**src/rtl/fxp_div_if.sv**
```systemverilog
// Handshake bundle for the sequential fixed-point divider.
// master drives operands and accepts results; slave is the divider.
interface fxp_div_if #(
  parameter int WIDTH = 64
);
  logic             in_valid;
  logic             in_ready;
  logic [WIDTH-1:0] dividend;
  logic [WIDTH-1:0] divisor;
  logic             out_valid;
  logic             out_ready;
  logic [WIDTH-1:0] quotient;
  logic             div_by_zero;
  logic             overflow;

  modport master (
    output in_valid, dividend, divisor, out_ready,
    input  in_ready, out_valid, quotient, div_by_zero, overflow
  );

  modport slave (
    input  in_valid, dividend, divisor, out_ready,
    output in_ready, out_valid, quotient, div_by_zero, overflow
  );
endinterface

```
**src/rtl/fxp_div_seq.sv**
```systemverilog
// Sequential signed fixed-point divider: Q = (A << FRAC) / B,
// radix-2 restoring on magnitudes, saturating, one bit per clock.
module fxp_div_seq #(
  parameter int WIDTH = 64,
  parameter int FRAC  = 32
) (
  input logic      clk,
  input logic      rst,
  fxp_div_if.slave bus
);
  localparam int N  = WIDTH + FRAC;
  localparam int CW = $clog2(N + 1);

  localparam logic [WIDTH-1:0] MAXQ = {1'b0, {(WIDTH-1){1'b1}}};
  localparam logic [WIDTH-1:0] MINQ = {1'b1, {(WIDTH-1){1'b0}}};

  typedef enum logic [1:0] {IDLE, CALC, DONE} state_t;

  state_t           state;
  logic [N-1:0]     num;
  logic [WIDTH-1:0] rem;
  logic [WIDTH-1:0] babs;
  logic [CW-1:0]    cnt;
  logic             sign;
  logic             zflag;
  logic             aneg;

  logic [WIDTH-1:0] aabs_c;
  logic [WIDTH-1:0] babs_c;
  logic [N-1:0]     num_load;
  logic [WIDTH:0]   rem_sh;
  logic             ge;
  logic [WIDTH-1:0] rem_nx;
  logic [WIDTH-1:0] q_c;
  logic             ov_c;

  // |min| wraps to 2^(W-1), which is correct as an unsigned magnitude
  assign aabs_c = bus.dividend[WIDTH-1] ? -bus.dividend : bus.dividend;
  assign babs_c = bus.divisor[WIDTH-1]  ? -bus.divisor  : bus.divisor;
  assign num_load = N'(aabs_c) << FRAC;

  // num doubles as the quotient: its LSB receives each new quotient bit
  assign rem_sh = {rem, num[N-1]};
  assign ge     = rem_sh >= {1'b0, babs};
  assign rem_nx = ge ? WIDTH'(rem_sh - {1'b0, babs})
                     : rem_sh[WIDTH-1:0];

  always_comb begin
    q_c  = num[WIDTH-1:0];
    ov_c = 1'b0;
    if (zflag) begin
      q_c = aneg ? MINQ : MAXQ;
    end else if (!sign) begin
      if (num > N'(MAXQ)) begin
        q_c  = MAXQ;
        ov_c = 1'b1;
      end
    end else if (num > N'(MINQ)) begin
      q_c  = MINQ;
      ov_c = 1'b1;
    end else begin
      q_c = -num[WIDTH-1:0];
    end
  end

  always_ff @(posedge clk or posedge rst) begin
    if (rst) begin
      state           <= IDLE;
      bus.in_ready    <= 1'b1;
      bus.out_valid   <= 1'b0;
      bus.quotient    <= '0;
      bus.div_by_zero <= 1'b0;
      bus.overflow    <= 1'b0;
      num             <= '0;
      rem             <= '0;
      babs            <= '0;
      cnt             <= '0;
      sign            <= 1'b0;
      zflag           <= 1'b0;
      aneg            <= 1'b0;
    end else begin
      unique case (state)
        IDLE: begin
          if (bus.in_valid) begin
            sign            <= bus.dividend[WIDTH-1] ^ bus.divisor[WIDTH-1];
            aneg            <= bus.dividend[WIDTH-1];
            zflag           <= (bus.divisor == '0);
            babs            <= babs_c;
            num             <= num_load;
            rem             <= '0;
            cnt             <= CW'(N);
            bus.div_by_zero <= 1'b0;
            bus.overflow    <= 1'b0;
            bus.in_ready    <= 1'b0;
            state           <= CALC;
          end
        end
        CALC: begin
          if (cnt != '0) begin
            rem <= rem_nx;
            num <= {num[N-2:0], ge};
            cnt <= cnt - 1'b1;
          end else begin
            bus.quotient    <= q_c;
            bus.div_by_zero <= zflag;
            bus.overflow    <= ov_c;
            bus.out_valid   <= 1'b1;
            state           <= DONE;
          end
        end
        DONE: begin
          if (bus.out_ready) begin
            bus.out_valid <= 1'b0;
            bus.in_ready  <= 1'b1;
            state         <= IDLE;
          end
        end
        default: state <= IDLE;
      endcase
    end
  end
endmodule
```
**src/flat_wrapper.sv**
```systemverilog
// flat-port wrapper written by rule: the top's interface ports become plain ports
module fxp_div_seq_flat 
#(
  parameter int WIDTH = 64,
  parameter int FRAC  = 32
)
  (clk, rst, bus_in_valid, bus_dividend, bus_divisor, bus_out_ready, bus_in_ready, bus_out_valid, bus_quotient, bus_div_by_zero, bus_overflow);
  fxp_div_if #(.WIDTH(WIDTH)) bus_i ();
  input logic clk;
  input logic rst;
  input wire logic [$bits(bus_i.in_valid)-1:0] bus_in_valid;
  input wire logic [$bits(bus_i.dividend)-1:0] bus_dividend;
  input wire logic [$bits(bus_i.divisor)-1:0] bus_divisor;
  input wire logic [$bits(bus_i.out_ready)-1:0] bus_out_ready;
  output wire logic [$bits(bus_i.in_ready)-1:0] bus_in_ready;
  output wire logic [$bits(bus_i.out_valid)-1:0] bus_out_valid;
  output wire logic [$bits(bus_i.quotient)-1:0] bus_quotient;
  output wire logic [$bits(bus_i.div_by_zero)-1:0] bus_div_by_zero;
  output wire logic [$bits(bus_i.overflow)-1:0] bus_overflow;
  assign bus_i.in_valid = bus_in_valid;
  assign bus_i.dividend = bus_dividend;
  assign bus_i.divisor = bus_divisor;
  assign bus_i.out_ready = bus_out_ready;
  assign bus_in_ready = bus_i.in_ready;
  assign bus_out_valid = bus_i.out_valid;
  assign bus_quotient = bus_i.quotient;
  assign bus_div_by_zero = bus_i.div_by_zero;
  assign bus_overflow = bus_i.overflow;
  fxp_div_seq #(.WIDTH(WIDTH), .FRAC(FRAC)) u_core (.clk(clk), .rst(rst), .bus(bus_i));
endmodule
```
**config.mk**
```make
export PLATFORM = sky130hd
export DESIGN_NAME = fxp_div_seq_flat
export DESIGN_NICKNAME = d
export VERILOG_FILES = /design/src/rtl/fxp_div_if.sv /design/src/rtl/fxp_div_seq.sv /design/src/flat_wrapper.sv
export SDC_FILE = /design/constraint.sdc
export NUM_CORES = 1
export LEC_CHECK = 0
export ABC_AREA = 1
export CORE_MARGIN = 2
export CORE_UTILIZATION = 30
export DETAILED_ROUTE_END_ITERATION = 8
export PLACE_DENSITY = 0.48
export REMOVE_ABC_BUFFERS = 1
export SETUP_SLACK_MARGIN = 0.2
export SYNTH_ARGS = -nofsm -noshare
export SYNTH_HDL_FRONTEND = slang
export SYNTH_SLANG_ARGS = --single-unit
export TNS_END_PERCENT = 1
```
**constraint.sdc**
```tcl
create_clock -name clk -period 36.4 [get_ports clk]
set_input_delay 10.92 -clock clk [delete_from_list [all_inputs] [get_ports clk]]
set_output_delay 10.92 -clock clk [all_outputs]
set_load 0.1 [all_outputs]
```
======== Word-level counts from Yosys, hierarchy flattened ========
Index checks and enable logic that the tools add are counted.
storage, ports and cells
  register bits ........................... 304
  latch bits .............................. 0
  memory bits (writable) .................. 0
  bits in read-only memories .............. 0
  logic and storage cells ................. 77
  memories kept ........................... 0
cells by class
  add/sub/neg operators ................... 5
  $mul .................................... 0
  divide/modulo/power cells ............... 0
  order comparisons ....................... 3
  equality and inequality tests ........... 6
  shifts and indexed selects .............. 0
  muxes and demuxes ....................... 35
  bitwise logic cells ..................... 2
  reduce and logical (&&, ||, !) cells .... 13
operators by type and width
  kind                                                                               number
  64-bit 2-to-1 mux                                                                  10
  96-bit 2-to-1 mux                                                                  2
  64-bit negation                                                                    3
  96-bit case mux with 2 select lines                                                1
  64-bit case mux with 2 select lines                                                1
  96-bit by 63-bit greater-than comparator with 1-bit output, second input constant  1
  96-bit by 64-bit greater-than comparator with 1-bit output, second input constant  1
  65-bit by 64-bit >= comparator with 1-bit output                                   1
  64-bit zero test                                                                   1
  64-bit subtractor                                                                  1
  3-bit AND reduction                                                                5
  7-bit 2-to-1 mux                                                                   2
  7-bit case mux with 2 select lines                                                 1
  1-bit 2-to-1 mux                                                                   10
  1-bit case mux with 2 select lines                                                 4
  7-bit nonzero test                                                                 1
  7-bit by 1-bit subtractor with 7-bit output, second input constant                 1
  2-bit 2-to-1 mux                                                                   3
  2-bit inequality test, second input constant                                       3
  2-bit case mux with 3 select lines                                                 1
  2-bit nonzero test                                                                 3
  2-bit AND reduction                                                                2
  2-bit by 1-bit == test with 1-bit output, second input constant                    1
  2-bit == test, second input constant                                               1
  4 further kinds                                                                    4

======== Depth between registers and ports, before layout ========
  word-level depth ........................ 6
  depth in mapped cells ................... 20
  mapped depth without buffers ............ 18

======== Worst setup path before layout ========
OpenSTA, ideal clock, no wires.
  path kind ............................... input to register
  start ................................... in bus_divisor[0]
  end ..................................... reg u_core.babs[36]
  setup time .............................. 0.120 ns
  arrival ................................. 12.301 ns
  data required time ...................... 36.280 ns
  path slack .............................. 23.979 ns
  stages .................................. 12
  cell sequence ........................... inv_1 > ha_1 > nand2_1 > nor2_2 > nand2_1 > nor2_1 > nand2_1 > nor3_2 > nand2_1 > nand2_1 > nand2_1 > a31o_2
between the ends
  longest elaborated chain between the ends .. 2
RTL lines
  item                  line                source
  from (decl)           flat_wrapper.sv:13  input wire logic [$bits(bus_i.divisor)-1:0] bus_divisor;
  64-bit negation       fxp_div_seq.sv:39   assign babs_c = bus.divisor[WIDTH-1] ? -bus.divisor : bus.divisor;
  64-bit 2-to-1 mux     fxp_div_seq.sv:39
  to (signal assigned)  fxp_div_seq.sv:88   babs <= babs_c;
  to (decl)             fxp_div_seq.sv:22   logic [WIDTH-1:0] babs;
No other way between the ends.
A chain may end at the register's enable or synchronous reset.

======== Worst setup path after layout ========
  start ................................... in bus_divisor[2]
  end ..................................... reg u_core.babs[51]
Same word-level chain as after synthesis.

==> impl_metrics.env <==
export IMPL_status="finished, final reports clean"
export IMPL_regToRegSetupSlack_ns=32.85
export IMPL_post_cts_setup_buffers=0
export IMPL_wl_per_cell_um=18.3
export IMPL_io_pins=200
export IMPL_ys_types=46
export IMPL_rsz0062_at_grt="no"
export IMPL_crit_type="input pin to register"
export IMPL_layout_common_cells="1469 x nand2_1, 606 x inv_1, 525 x nor2_1, 369 x nand3_1, 302 x dfrtp_1"
export IMPL_worstSetupStartpoint="bus_divisor[2]"
export IMPL_coreArea_um2=86600
export IMPL_clk_latency_ns=0.59
export IMPL_htreeDepth=2
export IMPL_fp_dieArea_um2=89600
export IMPL_max_cap_violations=0
export IMPL_grt_use_total_pct=22.8
export IMPL_avgSynthCellArea_um2=5.95
export IMPL_cp_end_kind="register"
export IMPL_fp_row_count=108
export IMPL_r2r_end="u_core.rem[50]"
export IMPL_ys_dominant_reg_cell="dfrtp_1"
export IMPL_hpwl_um=80000
export IMPL_cp_max_fo=5
export IMPL_leakagePower_nw=15.3
export IMPL_nFillCells=9812
export IMPL_drtIter0Drc=2282
export IMPL_grt_pass1_vias=26600
export IMPL_die_h_um=299
export IMPL_seqCellArea_um2=7610
export IMPL_drt_vias_per_instance=4.86
export IMPL_io_buffers=199
export IMPL_area_growth_pct=16.4
export IMPL_wirelength_um=104000
export IMPL_crit_path_start_kind="input pin"
export IMPL_dp_cells=5622
export IMPL_antenna_found_initial=1
export IMPL_clk_pin_slew_ns=0.06
export IMPL_gp_congestion=0.945
export IMPL_hp_class="register to register"
export IMPL_netlist_instances=4396
export IMPL_finalSetupTns_ns=0
export IMPL_final_common_cell="nand2_1"
export IMPL_hold_viol=0
export IMPL_cp_endpoint="u_core.babs[51]"
export IMPL_postRouteAntennaNets=0
export IMPL_max_freq_mhz=74.4
export IMPL_synth_warnings=0
export IMPL_remaining_drc_errors=0
export IMPL_vias=27700
export IMPL_cts_hold_buffers=0
export IMPL_syn_area_um2=26200
export IMPL_fin_area_um2=30400
export IMPL_ctsResizeCount=0
export IMPL_dr_pass1_iters=6
export IMPL_reg2reg_depth=16
export IMPL_stdcell_count=5696
export IMPL_start_util_pct=30.2
export IMPL_drive_above_1_share_pct=3.59
export IMPL_final_util_pct=35.1
export IMPL_synth_seq_cells=304
export IMPL_slew_headroom_pct=23.0
export IMPL_setup_viol_count_final=0
export IMPL_critPathArrivalTime_ns=13.87
export IMPL_period_minus_slack_ns=13.43
export IMPL_nets=4710
export IMPL_root_buffer="clkbuf_16"
export IMPL_peakVddDrop_uv=40.9
export IMPL_clock_path_buffers=3
export IMPL_reg2reg_from="u_core.babs[19]"
export IMPL_grt_start_max_net_pins=119
export IMPL_grt_first_pass_wirelength_um=160000
export IMPL_finClkSkew_ns=0.0292
export IMPL_die_x_um=299
export IMPL_synth_edff_count=0
export IMPL_grt_overflow=0
export IMPL_cts_made_buffers=40
export IMPL_slew_viol_final=0
export IMPL_p_per_area_nw_per_um2=103
export IMPL_cts_sinks=304
export IMPL_fin_crit_sh_pct=36.9
export IMPL_cts_tree="built"
export IMPL_place_area_um2=29100
export IMPL_worstMarginPinSlew_ns=1.16
export IMPL_ys_seq_area_share_pct=29.1
export IMPL_multi_input_area_um2=15500
export IMPL_crit_required_ns=36.83
export IMPL_asyncSetResetFlopFracSynth_pct=100
registers in the layout, summed over array words and instances, names as in the netlist:
signal,flops
u_core.num,96
u_core.zflag,1
u_core.aneg,1
u_core.state,2
u_core.babs,64
u_core.bus.overflow,1
u_core.bus.div_by_zero,1
u_core.sign,1
u_core.bus.in_ready,1
u_core.rem,64
u_core.cnt,7
u_core.bus.out_valid,1
u_core.bus.quotient,64
power by group:
group	switching, mW	internal (mW)	leakage, nW
sequential	0.118	0.498	3.79
clock	0.169	0.242	0.654
combinational	1.47	0.637	10.9
layer usage:
metal	vias up	track usage, %	share of wire (%)
li1	14100	-	-
met1	12800	30.6	46
met2	688	38.7	47
met3	150	2.38	4.1
met4	0	6.76	3.1
met5	-	0	0
worst max-delay path, cell delays in order:
cell and delay [ns]:
clkdlybuf4s50_1 0.44, inv_1 0.10, nand3_1 0.24, nor3_2 0.70, nand2_1 0.25, nor3_1 0.51
inv_1 0.12, o21ai_1 0.28, nand3_1 0.11, nand3_1 0.10, o21ai_1 0.07
cell families after synthesis:
logic type	count (synthesis)	share of synthesized area (%)
buf+inv	775	11.6
flops	304	29.1
xor+xnor	100	3.35
fa+ha+maj	69	3.33
simple gates	2568	40.9
compound gates	580	11.7
cell usage after synthesis, types with 8 or more instances:
master / number / area [um^2]
nand4_1: 48 / 300
ha_1: 68 / 851
o21bai_1: 12 / 90.1
nor3_1: 37 / 185
dfrtp_1: 303 / 7580
o21ai_0: 292 / 1460
or2_2: 10 / 62.6
nor2_1: 527 / 1980
o211ai_1: 16 / 120
nand2_2: 8 / 50.1
o31ai_1: 12 / 90.1
nand2_1: 1471 / 5520
nand3_1: 369 / 1850
buf_2: 26 / 130
inv_1: 609 / 2290
buf_1: 22 / 82.6
o21ai_1: 20 / 100
xnor2_1: 19 / 166
buf_6: 12 / 135
nor2_2: 18 / 113
nand3b_1: 59 / 443
a21oi_1: 204 / 1020
xor2_1: 81 / 709
inv_2: 15 / 56.3
clkbuf_1: 86 / 323
per-stage QoR:
stage | hold slack, ns | setup slack [ns] | total power [mW]
floorplan | 0.449 | 17.08 | 2.07
global placement | 0.456 | 22.34 | 2.71
detailed placement | 0.462 | 22.31 | 2.72
CTS | 0.471 | 22.91 | 3.14
global route | 0.482 | 22.61 | 3.43
finish | 0.468 | 22.97 | 3.13
worst min path at each step:
stage	cells after the start	from	end	slack, ns
final	2	u_core.bus.in_ready	u_core.bus.in_ready	0.47
after CTS	2	u_core.bus.in_ready	u_core.bus.in_ready	0.47
after floorplan	2	u_core.num[78]	u_core.num[78]	0.45
after detailed placement	2	u_core.bus.in_ready	u_core.bus.in_ready	0.46
after global placement	2	u_core.bus.in_ready	u_core.bus.in_ready	0.46
after global routing	2	u_core.bus.in_ready	u_core.bus.in_ready	0.48
final cells by class:
type,count,share of cell area [%]
antenna,1,0.00822
clock buffer,55,3.74
clock inverter,18,0.686
inverter,626,7.75
multi-input combinational,3317,51.0
sequential,304,25.0
tap,1155,4.75
timing repair buffer,220,7.03
Power figures use the tool's default switching activity.
